==> config.mk <==
export PLATFORM = sky130hd
export DESIGN_NAME = instr_sequencer
export DESIGN_NICKNAME = d
export VERILOG_FILES = /design/src/rtl/instr_sequencer_pkg.sv /design/src/rtl/instr_sequencer_decoder.sv /design/src/rtl/instr_sequencer.sv
export SDC_FILE = /design/constraint.sdc
export NUM_CORES = 1
export LEC_CHECK = 0
export CORE_MARGIN = 1
export CORE_UTILIZATION = 52
export CTS_CLUSTER_SIZE = 16
export DETAILED_ROUTE_END_ITERATION = 12
export GPL_ROUTABILITY_DRIVEN = 0
export PLACE_DENSITY = 0.95
export SYNTH_ARGS = -nofsm -noshare
export SYNTH_HDL_FRONTEND = slang
export SYNTH_HIERARCHICAL = 1
export SYNTH_SLANG_ARGS = --single-unit
==> constraint.sdc <==
create_clock -name clk -period 3.02 [get_ports clk]
set_input_delay 0.453 -clock clk [delete_from_list [all_inputs] [get_ports clk]]
set_output_delay 0.453 -clock clk [all_outputs]
set_load 0.01 [all_outputs]
==> src/rtl/instr_sequencer_pkg.sv <==
// Shared opcode, ALU and state encodings for the instruction sequencer,
// plus helpers that slice the fields out of an 8-bit instruction word.
package cpu_pkg;

    localparam logic [3:0] OP_NOP = 4'h0;
    localparam logic [3:0] OP_ADD = 4'h1;
    localparam logic [3:0] OP_SUB = 4'h2;
    localparam logic [3:0] OP_AND = 4'h3;
    localparam logic [3:0] OP_OR  = 4'h4;
    localparam logic [3:0] OP_XOR = 4'h5;
    localparam logic [3:0] OP_MOV = 4'h6;
    localparam logic [3:0] OP_LDI = 4'h7;
    localparam logic [3:0] OP_HLT = 4'hF;

    localparam logic [2:0] ALU_ADD    = 3'd0;
    localparam logic [2:0] ALU_SUB    = 3'd1;
    localparam logic [2:0] ALU_AND    = 3'd2;
    localparam logic [2:0] ALU_OR     = 3'd3;
    localparam logic [2:0] ALU_XOR    = 3'd4;
    localparam logic [2:0] ALU_PASS_B = 3'd5;

    typedef enum logic [2:0] {
        ST_FETCH  = 3'd0,
        ST_DECODE = 3'd1,
        ST_IMM    = 3'd2,
        ST_EXEC   = 3'd3,
        ST_WB     = 3'd4,
        ST_HALT   = 3'd5
    } state_e;

    typedef struct packed {
        logic [2:0] alu_op;
        logic       is_alu;
        logic       is_ldi;
        logic       is_hlt;
        logic       is_illegal;
    } dec_t;

    function automatic logic [3:0] ir_opcode(input logic [7:0] ir);
        return ir[7:4];
    endfunction

    function automatic logic [1:0] ir_rd(input logic [7:0] ir);
        return ir[3:2];
    endfunction

    function automatic logic [1:0] ir_rb(input logic [7:0] ir);
        return ir[1:0];
    endfunction

endpackage

==> src/rtl/instr_sequencer_decoder.sv <==
// Combinational opcode decoder: classifies the opcode and picks the ALU operation.
// MOV is an ALU instruction that passes operand B through.
module instr_decoder
    import cpu_pkg::*;
(
    input  logic [3:0] opcode,
    output dec_t       dec
);

    always_comb begin
        dec = '0;
        case (opcode)
            OP_NOP: ;
            OP_ADD: begin dec.alu_op = ALU_ADD;    dec.is_alu = 1'b1; end
            OP_SUB: begin dec.alu_op = ALU_SUB;    dec.is_alu = 1'b1; end
            OP_AND: begin dec.alu_op = ALU_AND;    dec.is_alu = 1'b1; end
            OP_OR:  begin dec.alu_op = ALU_OR;     dec.is_alu = 1'b1; end
            OP_XOR: begin dec.alu_op = ALU_XOR;    dec.is_alu = 1'b1; end
            OP_MOV: begin dec.alu_op = ALU_PASS_B; dec.is_alu = 1'b1; end
            OP_LDI: dec.is_ldi = 1'b1;
            OP_HLT: dec.is_hlt = 1'b1;
            default: dec.is_illegal = 1'b1;
        endcase
    end

endmodule

==> src/rtl/instr_sequencer.sv <==
// Fetch/decode/execute/writeback sequencer driving a 4x8 register file from a req/ack byte port.
// Zero-wait latency: ALU/MOV 4 cycles, LDI 5, NOP 2; a raised request holds until acked.
module instr_sequencer
    import cpu_pkg::*;
#(
    parameter logic [7:0] RESET_PC        = 8'h00,
    parameter bit         HALT_ON_ILLEGAL = 1'b0
) (
    input  logic       clk,
    input  logic       rst_n,
    input  logic       run,
    output logic       imem_req,
    output logic [7:0] imem_addr,
    input  logic       imem_ack,
    input  logic [7:0] imem_data,
    output logic [1:0] rf_read_addr_a,
    output logic [1:0] rf_read_addr_b,
    output logic [1:0] rf_write_addr,
    output logic       rf_write_en,
    output logic       rf_wsel_imm,
    output logic [2:0] alu_op,
    output logic [7:0] imm_out,
    output logic       halted,
    output logic       illegal
);

    state_e     state_q, state_d;
    logic [7:0] pc_q, pc_d;
    logic [7:0] ir_q, ir_d;
    logic [7:0] imm_q, imm_d;
    logic       pending_q, pending_d;
    logic [1:0] rd_addr_a_q, rd_addr_a_d;
    logic [1:0] rd_addr_b_q, rd_addr_b_d;
    logic [2:0] alu_op_q, alu_op_d;
    logic       illegal_q, illegal_d;

    logic [3:0] opcode;
    dec_t       dec;
    logic       req_c;
    logic       ack_c;

    assign opcode = ir_opcode(ir_q);

    instr_decoder u_decoder (
        .opcode (opcode),
        .dec    (dec)
    );

    always_ff @(posedge clk or negedge rst_n) begin
        if (!rst_n) begin
            state_q     <= ST_FETCH;
            pc_q        <= RESET_PC;
            ir_q        <= 8'h00;
            imm_q       <= 8'h00;
            pending_q   <= 1'b0;
            rd_addr_a_q <= 2'd0;
            rd_addr_b_q <= 2'd0;
            alu_op_q    <= 3'd0;
            illegal_q   <= 1'b0;
        end else begin
            state_q     <= state_d;
            pc_q        <= pc_d;
            ir_q        <= ir_d;
            imm_q       <= imm_d;
            pending_q   <= pending_d;
            rd_addr_a_q <= rd_addr_a_d;
            rd_addr_b_q <= rd_addr_b_d;
            alu_op_q    <= alu_op_d;
            illegal_q   <= illegal_d;
        end
    end

    always_comb begin
        state_d = state_q;
        case (state_q)
            ST_FETCH: if (ack_c) state_d = ST_DECODE;
            ST_DECODE: begin
                if (dec.is_illegal)  state_d = HALT_ON_ILLEGAL ? ST_HALT : ST_FETCH;
                else if (dec.is_hlt) state_d = ST_HALT;
                else if (dec.is_ldi) state_d = ST_IMM;
                else if (dec.is_alu) state_d = ST_EXEC;
                else                 state_d = ST_FETCH;
            end
            ST_IMM:  if (ack_c) state_d = ST_WB;
            ST_EXEC: state_d = ST_WB;
            ST_WB:   state_d = ST_FETCH;
            ST_HALT: state_d = ST_HALT;
            default: state_d = ST_FETCH;
        endcase
    end

    // The immediate request is launched from pending_q, so IMM always spends
    // one cycle arming the request before it can be acknowledged.
    always_comb begin
        req_c       = 1'b0;
        rf_write_en = 1'b0;
        rf_wsel_imm = 1'b0;
        halted      = 1'b0;
        case (state_q)
            ST_FETCH: req_c = run | pending_q;
            ST_IMM:   req_c = pending_q;
            ST_WB: begin
                rf_write_en = 1'b1;
                rf_wsel_imm = (opcode == OP_LDI);
            end
            ST_HALT:  halted = 1'b1;
            default: ;
        endcase
    end

    assign ack_c = imem_ack & req_c;

    always_comb begin
        pc_d        = pc_q;
        ir_d        = ir_q;
        imm_d       = imm_q;
        pending_d   = pending_q;
        rd_addr_a_d = rd_addr_a_q;
        rd_addr_b_d = rd_addr_b_q;
        alu_op_d    = alu_op_q;
        illegal_d   = illegal_q;
        case (state_q)
            ST_FETCH: begin
                if (ack_c) begin
                    ir_d      = imem_data;
                    pc_d      = pc_q + 8'd1;
                    pending_d = 1'b0;
                end else if (req_c) begin
                    pending_d = 1'b1;
                end
            end
            ST_DECODE: begin
                rd_addr_a_d = ir_rd(ir_q);
                rd_addr_b_d = ir_rb(ir_q);
                if (dec.is_alu)     alu_op_d  = dec.alu_op;
                if (dec.is_illegal) illegal_d = 1'b1;
            end
            ST_IMM: begin
                if (ack_c) begin
                    imm_d     = imem_data;
                    pc_d      = pc_q + 8'd1;
                    pending_d = 1'b0;
                end else begin
                    pending_d = 1'b1;
                end
            end
            default: ;
        endcase
    end

    // Gate with rst_n so the request drops the instant reset asserts.
    assign imem_req       = req_c & rst_n;
    assign imem_addr      = pc_q;
    assign rf_read_addr_a = rd_addr_a_q;
    assign rf_read_addr_b = rd_addr_b_q;
    assign rf_write_addr  = ir_rd(ir_q);
    assign alu_op         = alu_op_q;
    assign imm_out        = imm_q;
    assign illegal        = illegal_q;

endmodule

Word-level counts from Yosys, hierarchy flattened
Cells that the tools add are included.
{ "word_totals": {"out_inout_bits": 30, "regBits": 36, "inputBits": 12} }
{ "classes": {"n_eq_ne": 16, "mux": 18, "n_addsub": 1, "bitwise": 4, "reduce_logical": 12} }
{ "ops": {"columns": ["operator", "count"], "rows": [
  ["$pmux W4 S6", 1],
  ["$eq A4 B3 Y1 const B", 4],
  ["$pmux W3 S5", 1],
  ["$reduce_and A2 Y1", 7],
  ["$mux W3", 4],
  ["$reduce_or A9 Y1", 1],
  ["$add A8 B1 Y8 const B", 1],
  ["$eq A4 B2 Y1 const B", 2],
  ["$mux W1", 8],
  ["$eq A3 B2 Y1 const B", 2],
  ["$eq A3 B3 Y1 const B", 2],
  ["$eq A4 B1 Y1 const B", 1],
  ["$eq A4 B4 Y1 const B", 1],
  ["$logic_not A4 Y1", 1],
  ["$mux W2", 2],
  ["$ne A2 B2 Y1 const B", 2],
  ["$pmux W1 S2", 2],
  ["$eq A3 B1 Y1 const B", 1],
  ["$logic_not A3 Y1", 1],
  ["$ne A3 B3 Y1 const B", 1],
  ["$and A1 B1 Y1", 2],
  ["$reduce_bool A2 Y1", 1],
  ["$reduce_or A2 Y1", 1],
  ["$not A1 Y1", 1],
  ["$or A1 B1 Y1", 1]
]} }

Logic depth before layout (Yosys ltp)
Gate-level depths: netlist of run 1.
{ "depth": {"ltp_word": 7, "mapped_depth": 6, "depth_no_buf": 6} }

Cells and area by module
The synthesis of run 1 kept the hierarchy.
{ "modules_own_cells": {"columns": ["module", "area_per_inst_um2", "cells_each", "n_inst"], "rows": [
  ["instr_sequencer", 1591.5, 121, 1],
  ["instr_decoder", 85.1, 14, 1]
]} }

Least setup slack after synthesis of run 1
OpenSTA, ideal clock, no wires.
{ "synth_path": {"kind": "flip-flop to output port", "start": "reg state_q[1]", "end": "out rf_wsel_imm", "arrival_time_ns": 1.172, "stages_incl_launch_ff": 4, "required_ns": 2.567, "setup_slack_ns": 1.395, "n_path_buf": 1, "cell_sequence": "dfrtp_1 -> buf_2 -> nor3b_1 -> and4_1"} }
{ "synth_between": {"elab_chain_cells": 2} }
{ "synth_lines": {"columns": ["item", "line", "text"], "rows": [
  ["from (decl)", "instr_sequencer.sv:27", "state_e state_q, state_d;"],
  ["from (signal assigned)", "instr_sequencer.sv:61", "state_q <= state_d;"],
  ["$eq A3 B3 Y1", "instr_sequencer.sv:99", "case (state_q)"],
  ["$mux W1", "instr_sequencer.sv:99", null],
  ["to (decl)", "instr_sequencer.sv:20", "output logic rf_wsel_imm,"]
]} }
No other way between the ends.

Worst setup path after layout of run 1
{ "layout_path": {"start": "in run", "end": "out imem_req"} }
{ "layout_between": {"elab_chain_cells": 3} }
{ "layout_lines": {"columns": ["item", "line", "text"], "rows": [
  ["from (decl)", "instr_sequencer.sv:11", "input logic run,"],
  ["$or A1 B1 Y1", "instr_sequencer.sv:100", "ST_FETCH: req_c = run | pending_q;"],
  ["$pmux W1 S2", "instr_sequencer.sv:99", null],
  ["$and A1 B1 Y1", "instr_sequencer.sv:152", "assign imem_req = req_c & rst_n;"],
  ["to (decl)", "instr_sequencer.sv:12", "output logic imem_req,"]
]} }
No other way between the ends.

==> impl_metrics.tcl, run 1 <==
set metrics [dict create \
    final_cell_mix "sky130_fd_sc_hd__clkdlybuf4s50_1 (41), sky130_fd_sc_hd__dfrtp_1 (36), sky130_fd_sc_hd__mux2_2 (24)" \
    async_reset_ff_share_pct 100 \
    route.final.wire_length_um 3430 \
    hold_end "imem_addr[7]$_DFFE_PN0P_" \
    core_area_mm2 0.00305 \
    xor_and_xnor_area_share_after_synthesis_pct 4.18 \
    detailroute.via_count 1226 \
    worstHoldPathCells 1 \
    end_kind "primary output" \
    floorplan.rows 20 \
    final_hold_vios 0 \
    yosys.cell_types.count 38 \
    finish.utilization_pct 71.1 \
    dp.final_hpwl_um 2540 \
    drt_iter0_markers 55 \
    timing.critical_path.required_ns 2.57 \
    postSynthCellCount 135 \
    mappedNetlistNets 148 \
    r2r_slack_ns 1.24 \
    synth_ff_type "sky130_fd_sc_hd__dfrtp_1" \
    cp_slowest_cell "sky130_fd_sc_hd__clkdlybuf4s50_1" \
    muxShareOfSynthArea_pct 16.1 \
    yosysWarningCount 6 \
    drt.antenna.violating_nets 0 \
    fraction_of_final_layout_cells_sized_beyond_drive_strength_1_pct 22.5 \
    cts-htree-levels 2 \
    placedInstanceArea_mm2 0.00211 \
    final_cell_area_mm2 0.00217 \
    timing.critical_path.mode_cell "sky130_fd_sc_hd__clkdlybuf4s50_1" \
    post_drt_via_cell_ratio 5.52 \
    yosys.area_share.simple_pct 16.0 \
    reg2reg_depth 3 \
    syn_area_mm2 0.00168 \
    synth_compound_area_share_pct 5.67 \
    clkSlewWorstSetupHoldPaths_ns 0.10 \
    grt_max_degree 37 \
    drt_pass_1_iters 4 \
    die_h_um 58.8 \
    die_width_um 58.8 \
    cellPowerDensity_mw_per_mm2 1030 \
    worst_clock_skew_ns 0.0106 \
    yosys_register_bits 36 \
    post_cts.resized_instances 0 \
    worst-path-buf-inv 2 \
    synth_sequential_area_ratio_pct 53.7 \
    io-pin-count 42 \
    antenna-diode-count 0 \
    layout_min_cycle_time_ns 2.48 \
    grt_first_pass_wirelength_um 5480 \
    setup_viol 0 \
    clkSinkCount 36 \
    port_buffers 41 \
    rsz0062_at_grt "false" \
    tritoncts "done" \
    number_of_enable_flip_flop_cells_after_synthesis 0 \
    worstSetupPathType "input pin to primary output" \
    reg2reg_from "state_q[2]$_DFFE_PN0P_" \
    insertion_delay_ns 0.33 \
    max_slew_margin_pct 70.4 \
    final_common_cell "sky130_fd_sc_hd__clkdlybuf4s50_1" \
    crit_chain "clkdlybuf4s50_1 > nor2b_1 > or2_2 > and3_1 > clkdlybuf4s50_1" \
    path_delay_family "buffers and inverters" \
    max_clock_freq_mhz 404 \
    grt_antenna_before_repair 0 \
    setup-tns-final_ns 0 \
    overflow 0 \
    placed_cell_count 215 \
    post_synth_fa_ha_maj_area_fraction_pct 0.746 \
    route.detailed.drc 0 \
    cp_slowest_stage_delay_ns 0.47 \
    maxSlewViolCount 0 \
    number_of_buffers_between_clock_root_and_the_deepest_sink 2 \
    tritoncts.num_buffers 5 \
    regToRegEndpoint "imm_out[2]$_DFFE_PN0P_" \
    postCtsSetupRepairBufs 0 \
    worst-path-max-fanout 3 \
    global_route.usage.total_pct 22.0 \
    die_area_mm2 0.00346 \
    first_global_vias 1148 \
    ctsRootBufferMaster "sky130_fd_sc_hd__clkbuf_4" \
    hold_path.class "flip-flop to flip-flop" \
    min_from "imem_addr[7]$_DFFE_PN0P_" \
    worst_case_vdd_ir_drop_v 0.000638 \
    finalCritPeriodShare_pct 82.0 \
    maxCapViolations 0 \
    area_growth_syn_to_layout_pct 29.5 \
    worst_pin_slew_ns 0.443 \
    cellLeakagePower_uw 0.000924 \
    initial_core_util_pct 54.9 \
    critical_path_arrival_ns 2.02 \
    status "finished clean" \
    largest_family_of_logic_cells_by_synthesized_area "multiplexers" \
    drt-wirelength-per-cell_um 15.4 \
    post_cts_hold_buffer_count 0 \
    fin_total_pwr_uw 2230 \
    timing.critical_path.from_type "input pin" \
    final_cell_count_no_fill 222 \
    synth_area_per_cell_um2 12.4 \
    final_nets 191 \
]
[report_power, final]
part	leakage (uW)	internal, uW	switching (uW)
clock	0.0000374	132	147
sequential	0.000442	703	243
combinational	0.000445	602	402
total	0.000924	1440	792
[cells in the mapped netlist (2+ instances only)]
master | number | area share, %
sky130_fd_sc_hd__nor2_1 | 5 | 1.1
sky130_fd_sc_hd__nand3_1 | 3 | 0.90
sky130_fd_sc_hd__xor2_1 | 5 | 2.6
sky130_fd_sc_hd__and2_1 | 3 | 1.1
sky130_fd_sc_hd__a21oi_1 | 6 | 1.8
sky130_fd_sc_hd__and3_1 | 4 | 1.5
sky130_fd_sc_hd__buf_2 | 2 | 0.60
sky130_fd_sc_hd__nor3b_1 | 2 | 0.90
sky130_fd_sc_hd__nand2b_1 | 2 | 0.75
sky130_fd_sc_hd__nor3_1 | 6 | 1.8
sky130_fd_sc_hd__buf_4 | 3 | 1.3
sky130_fd_sc_hd__mux2_2 | 24 | 16
sky130_fd_sc_hd__nand2_1 | 3 | 0.67
sky130_fd_sc_hd__o21ai_0 | 2 | 0.60
sky130_fd_sc_hd__xnor2_1 | 3 | 1.6
sky130_fd_sc_hd__inv_1 | 4 | 0.90
sky130_fd_sc_hd__dfrtp_1 | 36 | 54
sky130_fd_sc_hd__nor2b_1 | 2 | 0.75
[registers in the layout, summed over array words and instances, names as in the netlist, 2 cells and up]
register and cells:
state_q 3, rf_read_addr_a 2, imem_addr 8, imm_out 8, ir_q 8, alu_op 3
rf_read_addr_b 2
[cell families after synthesis]
family	Yosys count
AO/OA/AOI/OAI	15
XOR/XNOR	8
adder cells (fa/ha/maj)	1
buffers and inverters	10
flip-flops	36
multiplexers	24
AND/OR/NAND/NOR	41
[worst max-delay path by stage]
stage | start | to | slack (ns) | cells past startpoint
after floorplan | state_q[1]$_DFFE_PN0P_ | rf_wsel_imm | 1.39 | 3
after global placement | run | imem_req | 0.60 | 5
after detailed placement | run | imem_req | 0.54 | 5
after CTS | run | imem_req | 0.54 | 5
after global routing | run | imem_req | 0.51 | 5
final | run | imem_req | 0.54 | 5
[per-stage QoR]
step | hold WS [ns] | setup slack (ns)
6_report | 0.478 | 0.544
5_1_grt | 0.508 | 0.505
4_1_cts | 0.483 | 0.542
3_5_place_dp | 0.465 | 0.542
3_3_place_gp | 0.458 | 0.599
2_1_floorplan | 0.157 | 1.39
[routing by layer]
metal  up-vias  wire, um  GRT usage, %
met5         -         0             0
met1       618      1290          27.0
li1        563         -             -
met4         0        69          9.52
met3         7       166          6.81
met2        38      1900          35.9
[layout make-up]
type / count / area (um^2)
tap: 44 / 55.1
fill: 219 / 882
multi-input combinational: 89 / 717
clock buffer: 7 / 65.1
sequential: 36 / 901
inverter: 4 / 15.0
timing repair buffer: 42 / 418
Power figures use the tool's default switching activity.
==> inputs of run 2 (changes only) <==
--- a/config.mk
+++ b/config.mk
@@ -6,11 +6,11 @@
 export NUM_CORES = 1
 export LEC_CHECK = 0
 export CORE_MARGIN = 1
-export CORE_UTILIZATION = 52
+export CORE_UTILIZATION = 48
 export CTS_CLUSTER_SIZE = 16
 export DETAILED_ROUTE_END_ITERATION = 12
 export GPL_ROUTABILITY_DRIVEN = 0
-export PLACE_DENSITY = 0.95
+export PLACE_DENSITY = 0.9
 export SYNTH_ARGS = -nofsm -noshare
 export SYNTH_HDL_FRONTEND = slang
 export SYNTH_HIERARCHICAL = 1
==> constraint.sdc (replaced) <==
create_clock -name clk -period 2.5 [get_ports clk]
set_input_delay 0.375 -clock clk [delete_from_list [all_inputs] [get_ports clk]]
set_output_delay 0.375 -clock clk [all_outputs]
set_load 0.01 [all_outputs]
==> run 2 against run 1 <==
Sequential power rose by 19%. Utilization fell by 5.7 points. Critical endpoint unchanged. Die area rose by 8.0%. Largest cell class unchanged. Worst setup slack got worse by 0.41 ns. Clock skew fell by 0.0023 ns.
==> impl_metrics.tcl, run 2 (same netlist as run 1, synthesis figures left out) <==
set metrics [dict create \
    drt.antenna.violating_nets 0 \
    critical_path_arrival_ns 2.00 \
    layout_min_cycle_time_ns 2.37 \
    cellPowerDensity_mw_per_mm2 1230 \
    grt_antenna_before_repair 0 \
    final_cell_area_mm2 0.00218 \
    final_cell_mix "sky130_fd_sc_hd__clkdlybuf4s50_1 (41), sky130_fd_sc_hd__dfrtp_1 (36), sky130_fd_sc_hd__mux2_2 (24)" \
    worst_pin_slew_ns 0.443 \
    rsz0062_at_grt "false" \
    post_cts_hold_buffer_count 0 \
    end_kind "primary output" \
    hold_ws_ns 0.452 \
    maxCapViolations 0 \
    cellLeakagePower_uw 0.000926 \
    grt_max_degree 37 \
    ctsRootBufferMaster "sky130_fd_sc_hd__clkbuf_4" \
    final_hold_vios 0 \
    tritoncts.num_buffers 5 \
    setup-tns-final_ns 0 \
    postCtsSetupRepairBufs 0 \
    overflow 0 \
    status "finished clean" \
    antenna-diode-count 0 \
    port_buffers 41 \
    die_h_um 61.1 \
    number_of_buffers_between_clock_root_and_the_deepest_sink 2 \
    drt_iter0_markers 79 \
    worst_clock_skew_ns 0.00832 \
    timing.critical_path.from_type "flip-flop" \
    hold_path.class "input pin to asynchronous set/reset pin" \
    max_clock_freq_mhz 422 \
    finalCritPeriodShare_pct 94.8 \
    tritoncts "done" \
    route.final.wire_length_um 3330 \
    initial_core_util_pct 50.2 \
    io-pin-count 42 \
    drt_pass_1_iters 4 \
    fraction_of_final_layout_cells_sized_beyond_drive_strength_1_pct 23.3 \
    grt_first_pass_wirelength_um 5470 \
    r2r_slack_ns 0.74 \
    insertion_delay_ns 0.35 \
    placedInstanceArea_mm2 0.00212 \
    post_drt_via_cell_ratio 5.33 \
    worst-path-max-fanout 9 \
    route.detailed.drc 0 \
    clkSlewWorstSetupHoldPaths_ns 0.11 \
    global_route.usage.total_pct 20.9 \
    detailroute.via_count 1205 \
    dp.final_hpwl_um 2420 \
    max_slew_margin_pct 70.5 \
    setup_viol 0 \
    floorplan.rows 21 \
    die_width_um 61.1 \
    worstSetupPathType "flip-flop to primary output" \
    final_nets 192 \
    timing.critical_path.required_ns 2.12 \
    worst_case_vdd_ir_drop_v 0.000665 \
    core_area_mm2 0.00334 \
    clkSinkCount 36 \
    die_area_mm2 0.00373 \
    cts-htree-levels 2 \
    area_growth_syn_to_layout_pct 30.2 \
    fill_cells 270 \
    final_common_cell "sky130_fd_sc_hd__clkdlybuf4s50_1" \
    maxSlewViolCount 0 \
    drt-wirelength-per-cell_um 14.8 \
    first_global_vias 1184 \
]
-- run 2: cell types whose count changed in the layout (fill, tap and decap cells not counted) --
cell                         before  now
sky130_fd_sc_hd__buf_4            1    2
sky130_fd_sc_hd__clkbuf_1         0    1
sky130_fd_sc_hd__clkbuf_8         2    1
sky130_fd_sc_hd__clkinvlp_4       0    1
sky130_fd_sc_hd__nor3b_1          2    1
sky130_fd_sc_hd__nor3b_2          0    1
-- run 2: metrics by stage --
stage               utilization [%]  instances  total power (uW)  setup slack (ns)
floorplan                         -        135              1810             0.953
global placement               63.4        218              2290             0.236
detailed placement             63.4        218              2360             0.143
CTS                            65.3        226              2700            0.0488
global route                   65.4        226              2890            0.0267
finish                         65.4        226              2690             0.129
-- run 2: area by class of cell --
class	instances	area [um^2]	area share (%)
clock buffers	7	55.1	2.52
inverters	4	15.0	0.688
clock inverters	1	7.51	0.344
flip-flops and latches	36	901	41.3
multi-input cells	89	722	33.1
well taps	46	57.6	2.64
repair buffers	43	425	19.5
-- run 2: where the power goes --
part	internal, uW	switching [uW]
registers	848	277
clock network	138	196
logic	733	496
total	1720	969
-- run 2: timing repair --
item                       CTS  global route
gates resized for setup      0             1
hold endpoints to repair     0             0
setup endpoints to repair    0             1
-- run 2: path summary, 6_finish.rpt --
kind | start | endpoint | cells past startpoint
max | state_q[1]$_DFFE_PN0P_ | imem_req | 4
min | rst_n | imem_addr[2]$_DFFE_PN0P_ | 2
max reg2reg | state_q[0]$_DFFE_PN0P_ | alu_op[2]$_DFFE_PN0P_ | 4
min reg2reg | illegal$_DFFE_PN0P_ | illegal$_DFFE_PN0P_ | 1
max in group asynchronous | rst_n | pending_q$_DFFE_PN0P_ | 2
min in group clk | illegal$_DFFE_PN0P_ | illegal$_DFFE_PN0P_ | 1
-- run 2: worst max-delay path, cell delays in order (launching register included) --
cell and delay, ns:
sky130_fd_sc_hd__dfrtp_1 0.55, sky130_fd_sc_hd__nor2b_1 0.13, sky130_fd_sc_hd__or2_2 0.33, sky130_fd_sc_hd__and3_1 0.17, sky130_fd_sc_hd__clkdlybuf4s50_1 0.47
-- run 2: routing by layer --
layer | track usage (%) | share of wire [%]
met5 | 0 | 0
met4 | 9.42 | 1.1
met3 | 7.77 | 5.5
met2 | 33.5 | 49
met1 | 25.0 | 44
==> inputs of run 3 (changes only) <==
--- a/config.mk
+++ b/config.mk
@@ -6,11 +6,12 @@
 export NUM_CORES = 1
 export LEC_CHECK = 0
 export CORE_MARGIN = 1
-export CORE_UTILIZATION = 48
+export CORE_UTILIZATION = 50
+export CTS_BUF_LIST = sky130_fd_sc_hd__clkbuf_2 sky130_fd_sc_hd__clkbuf_4 sky130_fd_sc_hd__clkbuf_8
 export CTS_CLUSTER_SIZE = 16
 export DETAILED_ROUTE_END_ITERATION = 12
 export GPL_ROUTABILITY_DRIVEN = 0
-export PLACE_DENSITY = 0.9
+export PLACE_DENSITY = 0.93
 export SYNTH_ARGS = -nofsm -noshare
 export SYNTH_HDL_FRONTEND = slang
 export SYNTH_HIERARCHICAL = 1
==> run 3 against run 2 <==
Cell area is 0.52% lower. Worst setup slack better by 0.041 ns. Utilization is 4.0 points higher. Sequential cell count stayed put. Power is 0.35% higher. Clock-buffer cell count is 1 higher. Cell count is 1.3% lower. Global-route usage is 1.0 points higher. Wire length is 0.15% higher. Sequential power hardly changed. Clock power is 2% higher. Fmax is 1.8% higher. Critical endpoint is now rf_wsel_imm. Largest cell class unchanged.
==> impl_metrics.tcl, run 3 (same netlist as run 1, synthesis figures left out) <==
set metrics [dict create \
    status "finished clean" \
    min_from "illegal$_DFFE_PN0P_" \
    maxSlewViolCount 0 \
    number_of_buffers_between_clock_root_and_the_deepest_sink 2 \
    cellLeakagePower_uw 0.000926 \
    max_clock_freq_mhz 429 \
    clkSlewWorstSetupHoldPaths_ns 0.10 \
    worst_pin_slew_ns 0.465 \
    switching_power_uw 960 \
    die_h_um 59.9 \
    worst_slack_ns 0.171 \
    pre_cts_slack_ns 0.184 \
    worst-path-max-fanout 9 \
    power.internal_uw 1740 \
    final_hold_vios 0 \
    port_buffers 41 \
    maxCapViolations 0 \
    post_cts_hold_buffer_count 0 \
    end_kind "primary output" \
    finish.utilization_pct 69.4 \
    netSwitchingFraction_pct 35.6 \
    setup_viol 0 \
    drt_pass_1_iters 4 \
    post_cts.resized_instances 0 \
    postCtsSetupRepairBufs 0 \
    cts-htree-levels 2 \
    power.combinational.fraction_pct 44.8 \
    cellPowerDensity_mw_per_mm2 1240 \
    dp.final_hpwl_um 2510 \
    route.detailed.drc 0 \
    route.final.wire_length_um 3340 \
    final_cell_mix "sky130_fd_sc_hd__clkdlybuf4s50_1 (41), sky130_fd_sc_hd__dfrtp_1 (36), sky130_fd_sc_hd__mux2_2 (24)" \
    initial_core_util_pct 53.6 \
    timing.critical_path.from_type "flip-flop" \
    final_common_cell "sky130_fd_sc_hd__clkdlybuf4s50_1" \
    io-pin-count 42 \
    die_width_um 59.9 \
    drt.antenna.violating_nets 0 \
    post_drt_via_cell_ratio 5.36 \
    max_slew_margin_pct 68.9 \
    setup-tns-final_ns 0 \
    overflow 0 \
    drt_iter0_markers 53 \
    critical_path_arrival_ns 1.95 \
    tritoncts.num_buffers 5 \
    tritoncts "done" \
    grt_antenna_before_repair 0 \
    fill_cells 235 \
    hold_path.class "flip-flop to flip-flop" \
    rsz0062_at_grt "false" \
    drt-wirelength-per-cell_um 15.0 \
    worstSetupPathType "flip-flop to primary output" \
    fraction_of_final_layout_cells_sized_beyond_drive_strength_1_pct 22.9 \
    final_nets 191 \
    timing.critical_path.required_ns 2.12 \
    global_route.usage.total_pct 21.9 \
    grt_max_degree 37 \
    fin_total_pwr_uw 2700 \
    layout_min_cycle_time_ns 2.33 \
    part_of_the_power_in_the_clock_network_pct 12.5 \
    grt_first_pass_wirelength_um 5690 \
    die_area_mm2 0.00359 \
    first_global_vias 1227 \
    reg2reg_from "state_q[2]$_DFFE_PN0P_" \
    ctsRootBufferMaster "sky130_fd_sc_hd__clkbuf_4" \
    floorplan.rows 20 \
    seqPwrFrac_pct 42.6 \
    worst_clock_skew_ns 0.00791 \
    finalCritPeriodShare_pct 93.2 \
    critical_path.startpoint "state_q[2]$_DFFE_PN0P_" \
    area_growth_syn_to_layout_pct 29.6 \
    antenna-diode-count 0 \
    clkSinkCount 36 \
    insertion_delay_ns 0.33 \
    worst_case_vdd_ir_drop_v 0.000769 \
    detailroute.via_count 1195 \
    core_area_mm2 0.00313 \
]
-- run 3: cell count changes in the layout (fill, tap and decap cells not counted), sizes merged --
cell	previous run	this run
clkinvlp	1	0
buf	2	1
clkbuf	7	8
-- run 3: power groups by stage --
stage	logic [uW]	clock network [uW]	registers (uW)
after floorplan	681	0	1130
after global placement	1170	0	1130
after detailed placement	1220	0	1160
after CTS	1220	349	1150
after global routing	1310	377	1200
final	1210	338	1150
-- run 3: path summary, 6_finish.rpt --
| check | cells after the start | slack, ns | end |
|---|---|---|---|
| setup / recovery | 3 | 0.17 | rf_wsel_imm |
| hold / removal | 1 | 0.47 | illegal$_DFFE_PN0P_ |
| setup reg to reg | 3 | 0.73 | imm_out[7]$_DFFE_PN0P_ |
| hold reg to reg | 1 | 0.47 | illegal$_DFFE_PN0P_ |
| max in group asynchronous | 2 | 1.69 | alu_op[1]$_DFFE_PN0P_ |
| min in group asynchronous | 2 | 0.50 | pending_q$_DFFE_PN0P_ |
-- run 3: stage by stage --
step,hold slack [ns],cells,instance area [um^2]
floorplan,0.0794,135,1680
global placement,0.445,215,2110
detailed placement,0.447,215,2110
CTS,0.473,223,2170
global route,0.491,223,2170
finish,0.468,223,2170
-- run 3: metal layers --
layer	up-vias	global-route usage (%)	routed length [um]
li1	565	-	-
met1	586	25.4	1380
met2	39	39.8	1780
met3	5	6.28	152
met4	0	4.65	34
met5	-	0	0
-- run 3: final cells by class --
cell class | instances | area (um^2) | share of cell area [%]
multi-input cells | 89 | 717 | 33.0
flip-flops and latches | 36 | 901 | 41.5
inverters | 4 | 15.0 | 0.691
repair buffers | 42 | 418 | 19.2
well taps | 44 | 55.1 | 2.53
clock buffers | 8 | 66.3 | 3.05
-- run 3: worst max-delay path: stages (launching register included) --
cell                              delay [ns]
sky130_fd_sc_hd__dfrtp_1                0.58
sky130_fd_sc_hd__nor3b_1                0.29
sky130_fd_sc_hd__and4_1                 0.22
sky130_fd_sc_hd__clkdlybuf4s50_1        0.53
